==> src/rtl/mips_pkg.sv <==
// Shared types and constants for the MIPS instruction-fetch slice.
package mips_pkg;

  localparam int ADDR_W  = 32;
  localparam int INSTR_W = 32;

  localparam logic [ADDR_W-1:0] RESET_PC_DEFAULT = 32'h0000_0000;

  typedef struct packed {
    logic [ADDR_W-1:0]  pc;
    logic [INSTR_W-1:0] instr;
  } fetch_entry_t;

endpackage

==> src/rtl/mips_fetch_unit_if.sv <==
// Fetch-to-decode handshake bundle.
// A transfer happens on every rising edge where out_valid & out_ready are both 1.
// While out_valid=1 and out_ready=0, out_instr/out_pc hold steady and valid never drops.
interface mips_fetch_unit_if;
  import mips_pkg::*;

  logic               out_valid;
  logic               out_ready;
  logic [INSTR_W-1:0] out_instr;
  logic [ADDR_W-1:0]  out_pc;

  modport master (output out_valid, output out_instr, output out_pc, input out_ready);
  modport slave  (input out_valid, input out_instr, input out_pc, output out_ready);
endinterface

==> src/rtl/mips_fetch_buf.sv <==
// Small synchronous FIFO of {pc, instr} fetch entries with push/pop/flush.
module mips_fetch_buf
  import mips_pkg::*;
#(
  parameter int DEPTH = 2
) (
  input  logic                          clk,
  input  logic                          reset,
  input  logic                          push_i,
  input  fetch_entry_t                  push_data_i,
  input  logic                          pop_i,
  input  logic                          flush_i,
  output logic [$clog2(DEPTH+1)-1:0]    count_o,
  output logic                          full_o,
  output fetch_entry_t                  head_o
);
  localparam int PTR_W = $clog2(DEPTH);
  localparam int CNT_W = $clog2(DEPTH+1);

  fetch_entry_t     mem_q [DEPTH];
  logic [PTR_W-1:0] wr_ptr_q, rd_ptr_q;
  logic [CNT_W-1:0] count_q;
  logic             do_push, do_pop;

  assign full_o  = (count_q == CNT_W'(DEPTH));
  assign do_push = push_i & ~full_o;
  assign do_pop  = pop_i & (count_q != '0);
  assign count_o = count_q;
  assign head_o  = mem_q[rd_ptr_q];

  // Pointers wrap naturally since DEPTH is a power of two.
  always_ff @(posedge clk) begin
    if (reset) begin
      for (int i = 0; i < DEPTH; i++) mem_q[i] <= '0;
      wr_ptr_q <= '0;
      rd_ptr_q <= '0;
      count_q  <= '0;
    end else if (flush_i) begin
      wr_ptr_q <= '0;
      rd_ptr_q <= '0;
      count_q  <= '0;
    end else begin
      if (do_push) begin
        mem_q[wr_ptr_q] <= push_data_i;
        wr_ptr_q        <= wr_ptr_q + PTR_W'(1);
      end
      if (do_pop) rd_ptr_q <= rd_ptr_q + PTR_W'(1);
      case ({do_push, do_pop})
        2'b10:   count_q <= count_q + CNT_W'(1);
        2'b01:   count_q <= count_q - CNT_W'(1);
        default: count_q <= count_q;
      endcase
    end
  end
endmodule

==> src/rtl/mips_fetch_unit.sv <==
// Instruction-fetch initiator: PC register, fetch buffer, redirect/flush control.
// Optional macro MIPS_FETCH_ALIGN_CHECK_EN enables the sticky misaligned-redirect flag.
module mips_fetch_unit
  import mips_pkg::*;
#(
  parameter logic [ADDR_W-1:0] RESET_PC  = RESET_PC_DEFAULT,
  parameter int                BUF_DEPTH = 2
) (
  input  logic               clk,
  input  logic               reset,
  input  logic               fetch_en,
  output logic [ADDR_W-1:0]  imem_addr,
  input  logic [INSTR_W-1:0] imem_rdata,
  input  logic               redirect_valid,
  input  logic [ADDR_W-1:0]  redirect_target,
  mips_fetch_unit_if.master  out_if,
  output logic               misalign_err
);
  logic [ADDR_W-1:0]              pc_q, pc_d;
  logic                           push, pop, full, err_q;
  logic [$clog2(BUF_DEPTH+1)-1:0] count;
  fetch_entry_t                   push_entry, head;

`ifdef MIPS_FETCH_ALIGN_CHECK_EN
  logic err_d;

  // Each redirect re-evaluates the flag: misaligned sets it, aligned clears it.
  always_comb begin
    err_d = err_q;
    if (redirect_valid) err_d = |redirect_target[1:0];
  end

  always_ff @(posedge clk) begin
    if (reset) err_q <= 1'b0;
    else       err_q <= err_d;
  end
`else
  assign err_q = 1'b0;
`endif

  assign push       = fetch_en & ~full & ~redirect_valid & ~err_q;
  assign pop        = out_if.out_valid & out_if.out_ready;
  assign push_entry = '{pc: pc_q, instr: imem_rdata};

  always_comb begin
    pc_d = pc_q;
    if (redirect_valid) pc_d = redirect_target & ~ADDR_W'(3);
    else if (push)      pc_d = pc_q + ADDR_W'(4);
  end

  always_ff @(posedge clk) begin
    if (reset) pc_q <= RESET_PC;
    else       pc_q <= pc_d;
  end

  mips_fetch_buf #(.DEPTH(BUF_DEPTH)) u_buf (
    .clk         (clk),
    .reset       (reset),
    .push_i      (push),
    .push_data_i (push_entry),
    .pop_i       (pop),
    .flush_i     (redirect_valid),
    .count_o     (count),
    .full_o      (full),
    .head_o      (head)
  );

  assign imem_addr        = pc_q;
  assign out_if.out_valid = (count != '0);
  assign out_if.out_instr = head.instr;
  assign out_if.out_pc    = head.pc;
  assign misalign_err     = err_q;
endmodule

==> src/flat_wrapper.sv <==
// flat-port wrapper written by rule: the top's interface ports become plain ports
module mips_fetch_unit_flat import mips_pkg::*;
#(
  parameter logic [ADDR_W-1:0] RESET_PC  = RESET_PC_DEFAULT,
  parameter int                BUF_DEPTH = 2
)
  (clk, reset, fetch_en, imem_addr, imem_rdata, redirect_valid, redirect_target, misalign_err, out_if_out_valid, out_if_out_instr, out_if_out_pc, out_if_out_ready);
  mips_fetch_unit_if out_if_i ();
  input  logic clk;
  input  logic reset;
  input  logic fetch_en;
  output logic [ADDR_W-1:0] imem_addr;
  input  logic [INSTR_W-1:0] imem_rdata;
  input  logic redirect_valid;
  input  logic [ADDR_W-1:0] redirect_target;
  output logic misalign_err;
  output wire logic [$bits(out_if_i.out_valid)-1:0] out_if_out_valid;
  output wire logic [$bits(out_if_i.out_instr)-1:0] out_if_out_instr;
  output wire logic [$bits(out_if_i.out_pc)-1:0] out_if_out_pc;
  input wire logic [$bits(out_if_i.out_ready)-1:0] out_if_out_ready;
  assign out_if_out_valid = out_if_i.out_valid;
  assign out_if_out_instr = out_if_i.out_instr;
  assign out_if_out_pc = out_if_i.out_pc;
  assign out_if_i.out_ready = out_if_out_ready;
  mips_fetch_unit #(.RESET_PC(RESET_PC), .BUF_DEPTH(BUF_DEPTH)) u_core (.clk(clk), .reset(reset), .fetch_en(fetch_en), .imem_addr(imem_addr), .imem_rdata(imem_rdata), .redirect_valid(redirect_valid), .redirect_target(redirect_target), .out_if(out_if_i), .misalign_err(misalign_err));
endmodule
==> config.mk <==
export PLATFORM = sky130hd
export DESIGN_NAME = mips_fetch_unit_flat
export DESIGN_NICKNAME = d
export VERILOG_FILES = /design/src/rtl/mips_pkg.sv /design/src/rtl/mips_fetch_unit_if.sv /design/src/rtl/mips_fetch_buf.sv /design/src/rtl/mips_fetch_unit.sv /design/src/flat_wrapper.sv
export SDC_FILE = /design/constraint.sdc
export NUM_CORES = 1
export LEC_CHECK = 0
export ABC_AREA = 0
export CAP_MARGIN = 20
export CORE_AREA = 8 8 136 138
export DETAILED_ROUTE_END_ITERATION = 12
export DIE_AREA = 0 0 144 146
export GPL_TIMING_DRIVEN = 0
export PLACE_DENSITY = 0.76
export SYNTH_ARGS = -nofsm -noshare
export SYNTH_HDL_FRONTEND = slang
export SYNTH_SLANG_ARGS = --single-unit
==> constraint.sdc <==
create_clock -name clk -period 4.3 [get_ports clk]
set_input_delay 0.645 -clock clk [delete_from_list [all_inputs] [get_ports clk]]
set_output_delay 0.645 -clock clk [all_outputs]
set_load 0.02 [all_outputs]
Word level (Yosys, flattened, before mapping)
Memory sizes are Yosys's and may differ from the RTL's. A register that Yosys moved wholly into a read port is not among the register bits.
Cells that the tools add are included.
{"block": "totals", "regBits": 36, "latchBits": 0, "ramBits": 128, "romBits": 0, "word_cells": 40, "memories": 1}
{"name": "u_core.u_buf.mem_q", "depth": 2, "width": 64, "rd": 1, "rd_clocked_by_memory_dff": 1, "wr": 2, "line": "mips_fetch_buf.sv:20", "source": "fetch_entry_t mem_q [DEPTH];"}
{"block": "op_classes", "addsub": 5, "n_mul": 0, "div": 0, "order_cmp": 0, "n_eq_ne": 3, "shift": 0, "mux": 14, "n_bitwise": 7, "reduce_logical": 5}
{"operator": "$mux W32", "count": 2}
{"operator": "$mux W64", "count": 1}
{"operator": "$reduce_or A64 Y1", "count": 1}
{"operator": "$add A32 B3 Y32 const B", "count": 1}
{"operator": "$mux W1", "count": 10}
{"operator": "$reduce_bool A2 Y1", "count": 3}
{"operator": "$and A1 B1 Y1", "count": 5}
{"operator": "$eq A2 B2 Y1 const B", "count": 2}
{"operator": "$pmux W2 S2", "count": 1}
{"operator": "$add A1 B1 Y1 const B", "count": 2}
{"operator": "$add A2 B1 Y2 const B", "count": 1}
{"operator": "$eq A2 B1 Y1 const B", "count": 1}
{"operator": "$not A1 Y1", "count": 2}
{"operator": "$reduce_or A2 Y1", "count": 1}
{"operator": "$sub A2 B1 Y2 const B", "count": 1}

Longest topological paths before layout
{"block": "depth", "depth_word": 11, "depth_mapped": 9, "depth_no_buf": 7}

Modules after synthesis
Synthesis repeated with hierarchy kept, for this count alone.
{"block": "hier_totals", "hier_cells": 584, "hier_area_um2": 7533.5}
{"module": "mips_fetch_buf", "instances": 1, "cells_each": 370, "area_per_inst_um2": 5826.8, "seq_area_each_um2": 3943.8}
{"module": "mips_fetch_unit", "instances": 1, "cells_each": 214, "area_per_inst_um2": 1706.6, "seq_area_each_um2": 600.6}

Worst setup path before layout
Ideal clock, no wire load.
{"block": "synth_path", "path_type": "input to register", "start": "input redirect_valid", "end": "memory u_core.u_buf.mem_q[0][0] (netlist name), enable pin", "setup_ns": 0.495, "arrival_ns": 4.186, "path_slack_ns": -0.381, "stages": 5, "path_cell_list": "buf_2 > clkinv_1 > clkbuf_1 > nand2_1 > o21bai_1"}
{"item": "start, declared", "line": "flat_wrapper.sv:14", "source": "input logic redirect_valid;"}
{"item": "end, declared", "line": "mips_fetch_buf.sv:20"}

==> summary.txt <==
Floorplanning
  – Io pins: 167
  – Num rows: 47
  – Initial core utilization: 45.2%
  – Die area: 21000 um2
  – Die X: 144 um
  – Core footprint: 16300 um2
  – Die Y: 146 um

CTS
  – Max Root-Sink Buffers: 2
  – Clock-pin slew on the worst setup and hold paths: 0.07 ns
  – Post_cts resized: 0
  – Cts hold-fix bufs: 0
  – Setup bufs post-CTS: 0
  – Skew-Pair Late Insertion Delay: 0.42 ns
  – Clock root buffer: clkbuf_16
  – H-tree Lvls: 4
  – CTS tree: yes
  – Sink Count: 159
  – CTS Buf Count: 17

Global routing
  – Antenna violations before repair: 1
  – Vias in the first global route: 5488
  – GR peak layer: met2
  – M2 GR Usage: 29.4%
  – Met3 Track Usage GR: 6.59%
  – Tot GR Track Use: 18.1%
  – Met1 usage: 22.0%
  – Gr ovfl total: 0
  – Global-route wire length before repair: 29100 um
  – Largest net degree at the start of global routing: 51

Drt
  – First drt pass iteration count: 4
  – Antenna Nets Post-Route: 0
  – Via density: 5.08
  – Routed WL per cell: 18.9 um
  – DR iter-0 viols: 247
  – Vias: 5043
  – DRC Markers: 0
  – Routed wire length: 18800 um

Synth
  – Prevailing post-synth register cell: edfxtp_1
  – Avg Cell Area, Syn: 12.8 um2
  – Most common cell in the netlist: edfxtp_1
  – Cell Area, Synth: 7370 um2
  – Synth cell count leaders: edfxtp_1, and2_1, mux2_2, dfxtp_1, xnor2_1
  – FFs w/ async S/R, synth: 0%
  – Number of synthesized flops with an enable pin: 124
  – Cells after Synth: 576
  – Number of synthesis warnings: 0
  – Netlist cell types: 45
  – Share of the synthesized area in the top cell type: 50.6%
  – Synth top area cells: edfxtp_1, and2_1, dfxtp_1, mux2_2, xnor2_1
  – Seq/Total Area, Yosys: 60.1%
  – Flops & latches, synth: 159
  – Synth area leader: edfxtp_1

Timing
  – Unrepaired setup endpoints after global routing: no
  – Max_slew headroom: 47.4%
  – # setup viols final: 0
  – Final hold vios: 0
  – Crit path time final: 3.38 ns
  – Min Hold Slack: 0.516 ns
  – Worst slew pin tran: 0.788 ns
  – F_max: 296 MHz
  – Setup Skew: 0.00961 ns
  – Ratio of final minimum period to clock period: 78.6%
  – Max Slew Vio Count: 0

Cells and area
  – Syn-to-layout area delta: 34.8%
  – Ant. Diodes: 0
  – Fill count: 1294
  – Final net count: 831
  – Final Cell Area: 9930 um2
  – Share of cells above drive strength 1: 18.0%

Critical path
  – Reg2Reg Setup Slack: 1.61 ns
  – Worst r2r src: u_core.u_buf.wr_ptr_q$_SDFFE_PP0P_
  – Crit path max fanout: 10
  – WS Path Type: register to primary output
  – Setup crit end kind: primary output
  – Startpoint types: register
  – R2R cell count: 6
  – Worst R2R End: u_core.u_buf.mem_q[1][2]$_SDFFCE_PN0P_
  – Required time of the critical path: 3.65 ns
  – Arr. time, crit path: 2.73 ns

Outcome
  – Outcome: finished clean

Power
  – Peak supply drop: 0.289 mV
  – P_sw: 0.938 mW
  – Clock network power share: 39.3%
  – Lkg Pwr: 3.64 nW
  – Comb pwr share: 12.8%
  – Pwr/cell area: 376 nW/um2
  – Seq pwr share: 47.9%
  – Switch share: 25.1%
  – Pint: 2.79 mW

Place
  – Port bufs: 157
  – Post-DP HPWL: 13600 um
  – Routability cong.: 0.889
  – Area after DPL: 9350 um2

Job
  – Maxcap violations: 0

Hold path
  – Hold Startpoint: u_core.u_buf.rd_ptr_q$_SDFFE_PP0P_
  – Hold/Removal Path Class: register to register
  – Hold depth: 2
  – WHS Endpoint: u_core.u_buf.rd_ptr_q$_SDFFE_PP0P_
==> flip-flops by register name, summed over array words and instances (netlist names), named ones only <==
register / cells
u_core.u_buf.mem_q: 124
u_core.imem_addr: 30
u_core.u_buf.count_o: 2
u_core.u_buf.rd_ptr_q: 1
u_core.u_buf.wr_ptr_q: 1
==> worst max-delay path, cell delays in order (launching register included) <==
cell	delay [ns]
dfxtp_1	0.31
clkbuf_1	0.36
clkbuf_1	0.65
mux2_2	0.42
clkdlybuf4s50_1	0.58
==> metrics by stage <==
step                power, mW  worst slack, ns  std cells  setup TNS (ns)  utilization, %
CTS                      3.76            0.807        993               0            60.9
global placement         2.28           -0.342        957          -20.95            56.7
global route             3.87            0.723        993               0            60.9
floorplan                2.04            0.929        580               0               -
detailed placement       2.30             1.13        961               0            57.4
finish                   3.73            0.921        993               0            60.9
==> power groups by stage <==
| stage | Sequential [mW] | Clock [mW] | Combinational (mW) |
|---|---|---|---|
| 4_1_cts | 1.79 | 1.49 | 0.484 |
| 6_report | 1.79 | 1.47 | 0.478 |
| 3_5_place_dp | 1.82 | 0 | 0.480 |
| 3_3_place_gp | 1.82 | 0 | 0.457 |
| 5_1_grt | 1.80 | 1.56 | 0.509 |
| 2_1_floorplan | 1.83 | 0 | 0.209 |
==> cell type report <==
class                      instances  area [um2]  area share (%)
clock inverter                    14         146            1.47
tap                              220         275            2.77
multi-input combinational        369        2720            27.4
buffer                            43         214            2.16
sequential                       159        4420            44.6
clock buffer                      18         429            4.32
timing repair buffer             161        1680            16.9
inverter                           9        33.8           0.340
==> cell families (layout without fill, tap and decap cells) <==
logic type | Yosys count | after routing | synth area share [%]
DFF | 159 | 159 | 60.1
AOI/OAI and AO/OA | 41 | 41 | 3.74
xor gates and xnor gates | 29 | 29 | 3.45
other | 1 | 5 | 0.0509
and+or+nand+nor | 229 | 229 | 19.4
buffers and inverters | 52 | 245 | 3.36
adders and majority gates | 2 | 2 | 0.340
muxes | 63 | 63 | 9.61
==> worst max path at each step <==
stage                   start                                 endpoint  slack, ns  cells after the start
4_1_cts              register                        out_if_out_pc[13]       0.81                      4
3_3_place_gp   redirect_valid  u_core.u_buf.mem_q[0][51]$_SDFFCE_PN0P_      -0.34                      5
2_1_floorplan  redirect_valid   u_core.u_buf.mem_q[0][0]$_SDFFCE_PN0P_       0.93                      5
6_report             register                        out_if_out_pc[13]       0.92                      4
5_1_grt              register                        out_if_out_pc[13]       0.72                      4
3_5_place_dp            reset   u_core.u_buf.mem_q[1][9]$_SDFFCE_PN0P_       1.13                      6
==> metal layers <==
| metal | up-vias | part of all wire [%] |
|---|---|---|
| li1 | 2417 | - |
| met4 | 2 | 0.90 |
| met2 | 175 | 48 |
| met1 | 2436 | 42 |
| met5 | - | 0.043 |
| met3 | 13 | 8.8 |
==> layout by cell type (no fill, tap or decap), types with 8 or more instances in the layout <==
master,instances
inv_1,8
nor2_1,25
edfxtp_1,124
clkbuf_16,17
and2_1,114
nor3_2,10
a211oi_1,15
mux2_2,62
nand2_1,23
a21oi_1,12
nor4_1,13
clkbuf_1,24
xnor2_1,26
clkdlybuf4s50_1,157
dfxtp_1,35
Note: power is estimated with default switching activity, not from simulation.
